$ cat src/rtl/calc_pkg.sv
// Shared encodings for the keypad-entry sequencer: FSM states, key events,
// default datapath sizes.
package calc_pkg;

  localparam int WIDTH_DEF     = 6;
  localparam int DIGIT_MAX_DEF = 9;

  typedef enum logic [1:0] {
    S_A    = 2'd0,
    S_B    = 2'd1,
    S_CALC = 2'd2,
    S_RES  = 2'd3
  } state_t;

  typedef enum logic [2:0] {
    EV_NONE = 3'd0,
    EV_DIG  = 3'd1,
    EV_ADD  = 3'd2,
    EV_SUB  = 3'd3,
    EV_EQ   = 3'd4,
    EV_CLR  = 3'd5
  } ev_t;

  // True for either operator key.
  function automatic logic ev_is_op(input ev_t ev);
    return (ev == EV_ADD) || (ev == EV_SUB);
  endfunction

endpackage

$ cat src/rtl/calc_key_arb.sv
// Priority arbiter: collapses the key pulses into one event per cycle.
// CLR > EQ > SUB > ADD > digit; out-of-range digits produce no event.
module calc_key_arb
  import calc_pkg::*;
#(
  parameter int DIGIT_MAX = DIGIT_MAX_DEF
) (
  input  logic       key_dig_vld,
  input  logic [3:0] key_digit,
  input  logic       key_add,
  input  logic       key_sub,
  input  logic       key_eq,
  input  logic       key_clr,
  output ev_t        ev
);

  logic dig_ok;
  assign dig_ok = key_dig_vld && (32'(key_digit) <= DIGIT_MAX);

  // Highest-priority key wins; everything else in that cycle is dropped.
  always_comb begin
    ev = EV_NONE;
    if (key_clr)      ev = EV_CLR;
    else if (key_eq)  ev = EV_EQ;
    else if (key_sub) ev = EV_SUB;
    else if (key_add) ev = EV_ADD;
    else if (dig_ok)  ev = EV_DIG;
  end

endmodule

$ cat src/rtl/calc_entry_ctrl.sv
// Keypad-entry sequencer in front of the ripple add/sub stage. Collects
// A, operator, B; drives the adder operands; captures SUM_DATA one cycle
// after '=' and presents a sign/magnitude result to the display.
module calc_entry_ctrl
  import calc_pkg::*;
#(
  parameter int WIDTH     = WIDTH_DEF,
  parameter int DIGIT_MAX = DIGIT_MAX_DEF
) (
  input  logic             CLK,
  input  logic             RST,
  input  logic             KEY_DIG_VLD,
  input  logic [3:0]       KEY_DIGIT,
  input  logic             KEY_ADD,
  input  logic             KEY_SUB,
  input  logic             KEY_EQ,
  input  logic             KEY_CLR,
  input  logic [WIDTH-1:0] SUM_DATA,
  output logic [WIDTH-1:0] A_DATA,
  output logic [WIDTH-1:0] B_DATA,
  output logic             SUB_SEL,
  output logic             DONE,
  output logic [4:0]       DISP_VAL,
  output logic             DISP_NEG,
  output logic [1:0]       STATE
);

  ev_t              ev;
  state_t           state_q, state_d;
  logic [3:0]       a_q, a_d, b_q, b_d;
  logic             a_vld_q, a_vld_d, b_vld_q, b_vld_d;
  logic             sub_q, sub_d;
  logic [WIDTH-1:0] res_q, res_d;
  logic [WIDTH-1:0] res_neg;
  logic [WIDTH-1:0] a_ext, b_ext;
  logic             done_d;
  logic [4:0]       disp_d;
  logic             neg_d;

  calc_key_arb #(.DIGIT_MAX(DIGIT_MAX)) u_arb (
    .key_dig_vld (KEY_DIG_VLD),
    .key_digit   (KEY_DIGIT),
    .key_add     (KEY_ADD),
    .key_sub     (KEY_SUB),
    .key_eq      (KEY_EQ),
    .key_clr     (KEY_CLR),
    .ev          (ev)
  );

  // Next-state and register updates; CLR behaves exactly like reset.
  always_comb begin
    state_d = state_q;
    a_d     = a_q;
    b_d     = b_q;
    a_vld_d = a_vld_q;
    b_vld_d = b_vld_q;
    sub_d   = sub_q;
    res_d   = res_q;
    done_d  = 1'b0;
    if (ev == EV_CLR) begin
      state_d = S_A;
      a_d     = '0;
      b_d     = '0;
      a_vld_d = 1'b0;
      b_vld_d = 1'b0;
      sub_d   = 1'b0;
      res_d   = '0;
    end else begin
      case (state_q)
        S_A: begin
          if (ev == EV_DIG) begin
            a_d     = KEY_DIGIT;
            a_vld_d = 1'b1;
          end else if (ev_is_op(ev) && a_vld_q) begin
            sub_d   = (ev == EV_SUB);
            state_d = S_B;
          end
        end
        S_B: begin
          if (ev == EV_DIG) begin
            b_d     = KEY_DIGIT;
            b_vld_d = 1'b1;
          end else if (ev_is_op(ev)) begin
            sub_d = (ev == EV_SUB);
          end else if (ev == EV_EQ && b_vld_q) begin
            state_d = S_CALC;
          end
        end
        S_CALC: begin
          // Operands have been stable since entry; take the adder result.
          res_d   = SUM_DATA;
          done_d  = 1'b1;
          state_d = S_RES;
        end
        S_RES: begin
          if (ev == EV_DIG) begin
            a_d     = KEY_DIGIT;
            a_vld_d = 1'b1;
            b_d     = '0;
            b_vld_d = 1'b0;
            sub_d   = 1'b0;
            state_d = S_A;
          end
        end
        default: state_d = S_A;
      endcase
    end
  end

  assign res_neg = -res_d;
  assign a_ext   = {{(WIDTH-4){1'b0}}, a_d};
  assign b_ext   = {{(WIDTH-4){1'b0}}, b_d};

  // Display value follows the state being entered; S_CALC freezes it.
  always_comb begin
    disp_d = DISP_VAL;
    neg_d  = 1'b0;
    case (state_d)
      S_A:    disp_d = {1'b0, a_d};
      S_B:    disp_d = b_vld_d ? {1'b0, b_d} : 5'd0;
      S_CALC: disp_d = DISP_VAL;
      S_RES: begin
        neg_d  = res_d[WIDTH-1];
        disp_d = res_d[WIDTH-1] ? res_neg[4:0] : res_d[4:0];
      end
      default: disp_d = 5'd0;
    endcase
  end

  // State and registered outputs; RST wins over any in-flight capture.
  always_ff @(posedge CLK) begin
    if (RST) begin
      state_q  <= S_A;
      a_q      <= '0;
      b_q      <= '0;
      a_vld_q  <= 1'b0;
      b_vld_q  <= 1'b0;
      sub_q    <= 1'b0;
      res_q    <= '0;
      A_DATA   <= '0;
      B_DATA   <= '0;
      SUB_SEL  <= 1'b0;
      DONE     <= 1'b0;
      DISP_VAL <= 5'd0;
      DISP_NEG <= 1'b0;
    end else begin
      state_q  <= state_d;
      a_q      <= a_d;
      b_q      <= b_d;
      a_vld_q  <= a_vld_d;
      b_vld_q  <= b_vld_d;
      sub_q    <= sub_d;
      res_q    <= res_d;
      A_DATA   <= a_ext;
      // One's complement here; the adder's carry-in (SUB_SEL) adds the 1.
      B_DATA   <= sub_d ? ~b_ext : b_ext;
      SUB_SEL  <= sub_d;
      DONE     <= done_d;
      DISP_VAL <= disp_d;
      DISP_NEG <= neg_d;
    end
  end

  assign STATE = state_q;

endmodule

$ cat config.mk
export PLATFORM = sky130hd
export DESIGN_NAME = calc_entry_ctrl
export DESIGN_NICKNAME = d
export VERILOG_FILES = /design/src/rtl/calc_pkg.sv /design/src/rtl/calc_key_arb.sv /design/src/rtl/calc_entry_ctrl.sv
export SDC_FILE = /design/constraint.sdc
export NUM_CORES = 1
export LEC_CHECK = 0
export CAP_MARGIN = 20
export CORE_MARGIN = 1
export CORE_UTILIZATION = 55
export CTS_BUF_LIST = sky130_fd_sc_hd__clkbuf_4 sky130_fd_sc_hd__clkbuf_8
export DETAILED_ROUTE_END_ITERATION = 12
export PLACE_DENSITY = 0.87
export SLEW_MARGIN = 30
export SYNTH_ARGS = -nofsm -noshare
export SYNTH_HDL_FRONTEND = slang
export SYNTH_SLANG_ARGS = --single-unit
$ cat constraint.sdc
create_clock -name CLK -period 6.8 [get_ports CLK]
set_input_delay 1.02 -clock CLK [delete_from_list [all_inputs] [get_ports CLK]]
set_output_delay 1.02 -clock CLK [all_outputs]
set_load 0.02 [all_outputs]
Word level (Yosys, flattened, before mapping)
Cells that the tools add are included.
{"block": "op_classes", "n_addsub": 1, "multipliers": 0, "div": 0, "n_lt_le_gt_ge": 1, "eq_ne": 11, "n_shift": 0, "mux": 38, "bitwise": 3, "n_reduce_logical": 11}
{"op": "2-to-1 mux 4 bit", "count": 8}
{"op": "case mux 5 bit (3 select lines)", "count": 1}
{"op": "2-to-1 mux 2 bit", "count": 7}
{"op": "2-to-1 mux 3 bit", "count": 4}
{"op": "2-to-1 mux 6 bit", "count": 2}
{"op": "2-to-1 mux 1 bit", "count": 11}
{"op": "equality test 2 bit (second input constant)", "count": 4}
{"op": "case mux 2 bit (4 select lines)", "count": 1}
{"op": "case mux 4 bit (2 select lines)", "count": 1}
{"op": "OR reduction 2 bit", "count": 4}
{"op": "equality test 3 x 2 -> 1 bit (second input constant)", "count": 2}
{"op": "equality test 3 bit (second input constant)", "count": 2}
{"op": "inverter 4 -> 6 bit", "count": 1}
{"op": "2-to-1 mux 5 bit", "count": 1}
{"op": "negation 5 bit", "count": 1}
{"op": "equality test 2 x 1 -> 1 bit (second input constant)", "count": 2}
{"op": "less-or-equal comparator 4 bit (second input constant)", "count": 1}
{"op": "zero test 2 bit", "count": 2}
{"op": "equality test 3 x 1 -> 1 bit (second input constant)", "count": 1}
{"op": "logical AND 1 bit", "count": 3}
{"op": "case mux 1 bit (3 select lines)", "count": 1}
{"op": "inverter 1 bit", "count": 2}
{"op": "case mux 1 bit (2 select lines)", "count": 1}
{"op": "AND reduction 2 bit", "count": 1}
{"op": "logical OR 1 bit", "count": 1}
{"block": "word_totals", "regBits": 34, "latch_bits": 0, "ram_bits": 0, "rom_bits": 0, "input_bits": 17, "elab_cells": 78, "mem_count": 0}

Logic depth before layout (Yosys ltp)
{"block": "logic_depth", "depth_word": 17, "mapped_depth": 10, "mapped_depth_nobuf": 10}

By module
Synthesis repeated with hierarchy kept, for this count alone.
{"block": "hier_totals", "hier_cells": 177, "hier_area_um2": 1569.0}
{"mod": "calc_entry_ctrl", "n_inst": 1, "cells_per_inst": 170, "area_each_um2": 1529.0}
{"mod": "calc_key_arb", "n_inst": 1, "cells_per_inst": 7, "area_each_um2": 40.0}

Worst setup path after synthesis
OpenSTA, ideal clock, no wires.
{"block": "synth_timing", "path_kind": "input to register", "from": "input KEY_ADD", "to": "register DISP_VAL[3]", "setup_time_ns": 0.091, "arrival_time_ns": 2.889, "slack_ns": 3.820, "stages": 6, "n_path_buf": 1, "cell_sequence": "or3b_4 or4b_2 clkbuf_1 mux2i_1 or3_1 a311oi_1"}
{"block": "synth_via", "elab_chain_len": 13}
{"item": "from (decl)", "line_no": "calc_entry_ctrl.sv:14", "rtl": "input logic KEY_ADD,"}
{"item": "2-to-1 mux 3 bit (*)", "line_no": "calc_key_arb.sv:26", "rtl": "else if (key_add) ev = EV_ADD;"}
{"item": "2-to-1 mux 3 bit (*)", "line_no": "calc_key_arb.sv:25", "rtl": "else if (key_sub) ev = EV_SUB;"}
{"item": "2-to-1 mux 3 bit (*)", "line_no": "calc_key_arb.sv:24", "rtl": "else if (key_eq) ev = EV_EQ;"}
{"item": "2-to-1 mux 3 bit (*)", "line_no": "calc_key_arb.sv:23", "rtl": "if (key_clr) ev = EV_CLR;"}
{"item": "equality test 3 bit / equality test 3 x 2 -> 1 bit (equally long branches)", "line_no": "calc_entry_ctrl.sv:85, calc_pkg.sv:26"}
{"item": "logical AND 1 bit / logical OR 1 bit (equally long branches)", "line_no": "calc_entry_ctrl.sv:85, calc_pkg.sv:26"}
{"item": "2-to-1 mux 2 bit / logical AND 1 bit (equally long branches)", "line_no": "calc_entry_ctrl.sv:85, calc_entry_ctrl.sv:74"}
{"item": "2-to-1 mux 2 bit, on equally long branches", "line_no": "calc_entry_ctrl.sv:83, calc_entry_ctrl.sv:74"}
{"item": "2-to-1 mux 2 bit, on equally long branches", "line_no": "calc_entry_ctrl.sv:80, calc_entry_ctrl.sv:71"}
{"item": "case mux 2 bit (4 select lines)", "line_no": "calc_entry_ctrl.sv:69", "rtl": "case (state_q)"}
{"item": "2-to-1 mux 2 bit", "line_no": "calc_entry_ctrl.sv:60", "rtl": "if (ev == EV_CLR) begin"}
{"item": "equality test 2 bit, or another cell as far along", "line_no": "calc_entry_ctrl.sv:118", "rtl": "case (state_d)"}
{"item": "case mux 5 bit (3 select lines)", "line_no": "calc_entry_ctrl.sv:118"}
{"item": "to (signal assigned)", "line_no": "calc_entry_ctrl.sv:159", "rtl": "DISP_VAL <= disp_d;"}
{"item": "to (decl)", "line_no": "calc_entry_ctrl.sv:23", "rtl": "output logic [4:0] DISP_VAL,"}
Mark *: on every way between the ends. The rest lies on a longest branch, timed or not.
A chain may end at the register's enable or synchronous reset.

Worst setup path after layout
{"block": "layout_timing", "from": "input KEY_CLR", "to": "register DISP_VAL[3]"}
{"block": "layout_via", "elab_chain_len": 10}
{"item": "from (decl)", "line_no": "calc_entry_ctrl.sv:17", "rtl": "input logic KEY_CLR,"}
{"item": "2-to-1 mux 3 bit (*)", "line_no": "calc_key_arb.sv:23"}
{"item": "equality test 3 bit / equality test 3 x 2 -> 1 bit (equally long branches)", "line_no": "calc_entry_ctrl.sv:85, calc_pkg.sv:26"}
{"item": "logical AND 1 bit / logical OR 1 bit (equally long branches)", "line_no": "calc_entry_ctrl.sv:85, calc_pkg.sv:26"}
{"item": "2-to-1 mux 2 bit / logical AND 1 bit (equally long branches)", "line_no": "calc_entry_ctrl.sv:85, calc_entry_ctrl.sv:74"}
{"item": "2-to-1 mux 2 bit, on equally long branches", "line_no": "calc_entry_ctrl.sv:83, calc_entry_ctrl.sv:74"}
{"item": "2-to-1 mux 2 bit, on equally long branches", "line_no": "calc_entry_ctrl.sv:80, calc_entry_ctrl.sv:71"}
{"item": "case mux 2 bit (4 select lines)", "line_no": "calc_entry_ctrl.sv:69"}
{"item": "2-to-1 mux 2 bit", "line_no": "calc_entry_ctrl.sv:60"}
{"item": "equality test 2 bit, or another cell as far along", "line_no": "calc_entry_ctrl.sv:118"}
{"item": "case mux 5 bit (3 select lines)", "line_no": "calc_entry_ctrl.sv:118"}
Marked as above.

==> reports/results.ini <==
[clocking]
h-tree-depth = 2
cts_max_path_buffers = 2
clockRootBuffer = clkbuf_4
cts_sinks = 31
post-cts-setup-buffers = 0
path_clk_slew_ns = 0.10
post_cts_resized = 0
worstSkewPairLatency_ns = 0.34
cts-buffers-inserted = 5
cts_hold_buf = 0
tritoncts = yes

[finish]
nNetsFinal = 233
layout-drive-gt1-share = 0.0802
antennaDiodeCount = 0
fin_util = 0.724
area_delta_synth_final_pct = 24.6
layout_common_cells = clkdlybuf4s50_1 (36), dfxtp_1 (31), nor2_1 (20)
layout_commonest_cell = clkdlybuf4s50_1
fill_cells = 224
design_area_mm2 = 0.00198

[detailed_routing]
drt_iter0_drc = 53
antenna_left = 0
vias_per_cell = 6.02
firstDrtPassIters = 4
drcViolationCount = 0
routed_wirelength_um = 3900
wire_per_inst_um = 16.1
vias = 1463

[grt]
grt_pass1_wl_um = 6480
grt_max_degree = 22
gr-total-overflow = 0
grt_pass1_vias = 1444
track_usage = 0.270
antenna_found_initial = 0

[sta]
period_needed_ns = 3.36
setup_viol = 0
slew_viol_final = 0
clock_skew_ns = 0.0128
fin_setup_tns_ns = 0
finalWorstSetupSlack_ns = 3.44
max-slew-margin-rel = 0.507
hold_violations = 0
rsz0062_at_grt = no
fmax_ghz = 0.298
worst_pin_slew_ns = 0.737
period_share = 0.494

[pwr]
p_total_uw = 307
vdd.ir_drop.worst_uv = 151
power.leakage_uw = 0.000701
power_density_mw_per_mm2 = 155

[job]
cap_violations = 0

[yosys]
yosys_warnings = 0
synth_seq_cells = 31
syn_inst = 179
netlist_area_mm2 = 0.00159
ys_types = 48
synthArstFlopShare = 0
synth_ff_type = dfxtp_1
synth-seq-area-share = 0.391
synth_edf_count = 0
synth.avg_cell_area_um2 = 8.87

[critical_path]
path_max_fanout = 21
r2r-end = DISP_VAL[0]
critical_path_required_ns = 7.05
reg2reg_depth = 8
endpoint_kind = flip-flop
cp-start-kind = input pin
reg2reg_slack_ns = 4.28
arrival_ns = 3.61
r2r-start = STATE[0]
crit_type = in2reg

[min_path]
min_from = DISP_VAL[4]
hp-class = reg2reg
hold_depth = 2
hold-path-endpoint = DISP_VAL[4]

[place]
port_buffers = 36
gp_congestion = 0.909
place_area_mm2 = 0.00193
hpwl_um = 2880
post-place-ws_ns = 3.09

[die]
coreArea_mm2 = 0.00273
row_count = 19
initial_core_util = 0.581
die_area_mm2 = 0.00311
ioPinCount = 39
die_w_um = 55.7
die_h_um = 55.7

[outcome]
outcome = finished, final reports clean

-- where the power goes --
group	internal [uW]	switching (uW)	leakage (uW)	total, uW
Sequential	182	0.167	0.000250	182
Combinational	11.2	12.2	0.000417	23.4
Clock	38.3	63.9	0.0000347	102
Total	231	76.2	0.000701	307
-- metal layers --
layer | routed length, um | up-vias | GRT usage | share of wire
met5 | 0 | - | 0 | 0
met4 | 127 | 0 | 0.132 | 0.033
met3 | 262 | 15 | 0.0884 | 0.067
met2 | 1740 | 61 | 0.404 | 0.45
met1 | 1770 | 680 | 0.350 | 0.45
li1 | - | 707 | - | -
-- worst max-delay path by stage --
stage               slack [ns]     endpoint  cells past startpoint     from
floorplan                 3.82  DISP_VAL[3]                      6  KEY_ADD
global placement          3.22  DISP_VAL[0]                      7  KEY_CLR
detailed placement        3.09  DISP_VAL[3]                      6  KEY_CLR
CTS                       3.47  DISP_VAL[3]                      6  KEY_CLR
global route              3.27  DISP_VAL[3]                      6  KEY_CLR
finish                    3.44  DISP_VAL[3]                      6  KEY_CLR
-- cells in the mapped netlist (4+ instances only) --
| cell type | instances | share of area |
|---|---|---|
| a2bb2oi_1 | 4 | 0.022 |
| clkbuf_1 | 7 | 0.017 |
| nor2b_1 | 5 | 0.020 |
| nand2_1 | 10 | 0.024 |
| nor2_1 | 20 | 0.047 |
| nor3_1 | 10 | 0.032 |
| ha_1 | 5 | 0.039 |
| inv_1 | 12 | 0.028 |
| dfxtp_1 | 31 | 0.39 |
| mux2i_1 | 12 | 0.076 |
| a21oi_1 | 4 | 0.013 |
| o21ai_0 | 4 | 0.013 |
-- per-stage QoR --
step | hold slack (ns) | std cells
after floorplan | 0.439 | 180
after global placement | 0.460 | 235
after detailed placement | 0.477 | 235
after CTS | 0.490 | 243
after global routing | 0.534 | 243
final | 0.485 | 243
-- sequential cells by signal, indices dropped and copies added, names as in the netlist --
signal,flops
b_q,4
a_q,4
DONE,1
DISP_VAL,5
STATE,2
B_DATA,5
sub_q,1
a_vld_q,1
DISP_NEG,1
b_vld_q,1
res_q,6
-- cell families (layout without fill, tap and decap cells) --
group | count (synthesis) | count (layout) | synth area share
AND/OR/NAND/NOR | 65 | 65 | 0.221
AO/OA/AOI/OAI | 38 | 38 | 0.185
flip-flops | 31 | 31 | 0.391
buffers and inverters | 24 | 56 | 0.0693
multiplexers | 12 | 12 | 0.0757
adder cells (fa/ha/maj) | 5 | 5 | 0.0394
XOR/XNOR | 3 | 3 | 0.0166
other | 1 | 2 | 0.00236
-- worst max-delay path, cell delays in order --
cell             delay [ns]
clkdlybuf4s50_1        0.78
nor2_1                 0.33
or4b_2                 0.71
mux2i_1                0.17
or3_1                  0.32
a311oi_1               0.27
-- layout make-up --
| cell class | count | area, um2 | share of cell area |
|---|---|---|---|
| clock buffer | 5 | 37.5 | 0.0190 |
| multi-input combinational | 125 | 861 | 0.435 |
| timing repair buffer | 36 | 360 | 0.182 |
| clock inverter | 3 | 15.0 | 0.00759 |
| inverter | 12 | 45.0 | 0.0228 |
| tap | 31 | 38.8 | 0.0196 |
| sequential | 31 | 621 | 0.314 |
Power figures use the tool's default switching activity.
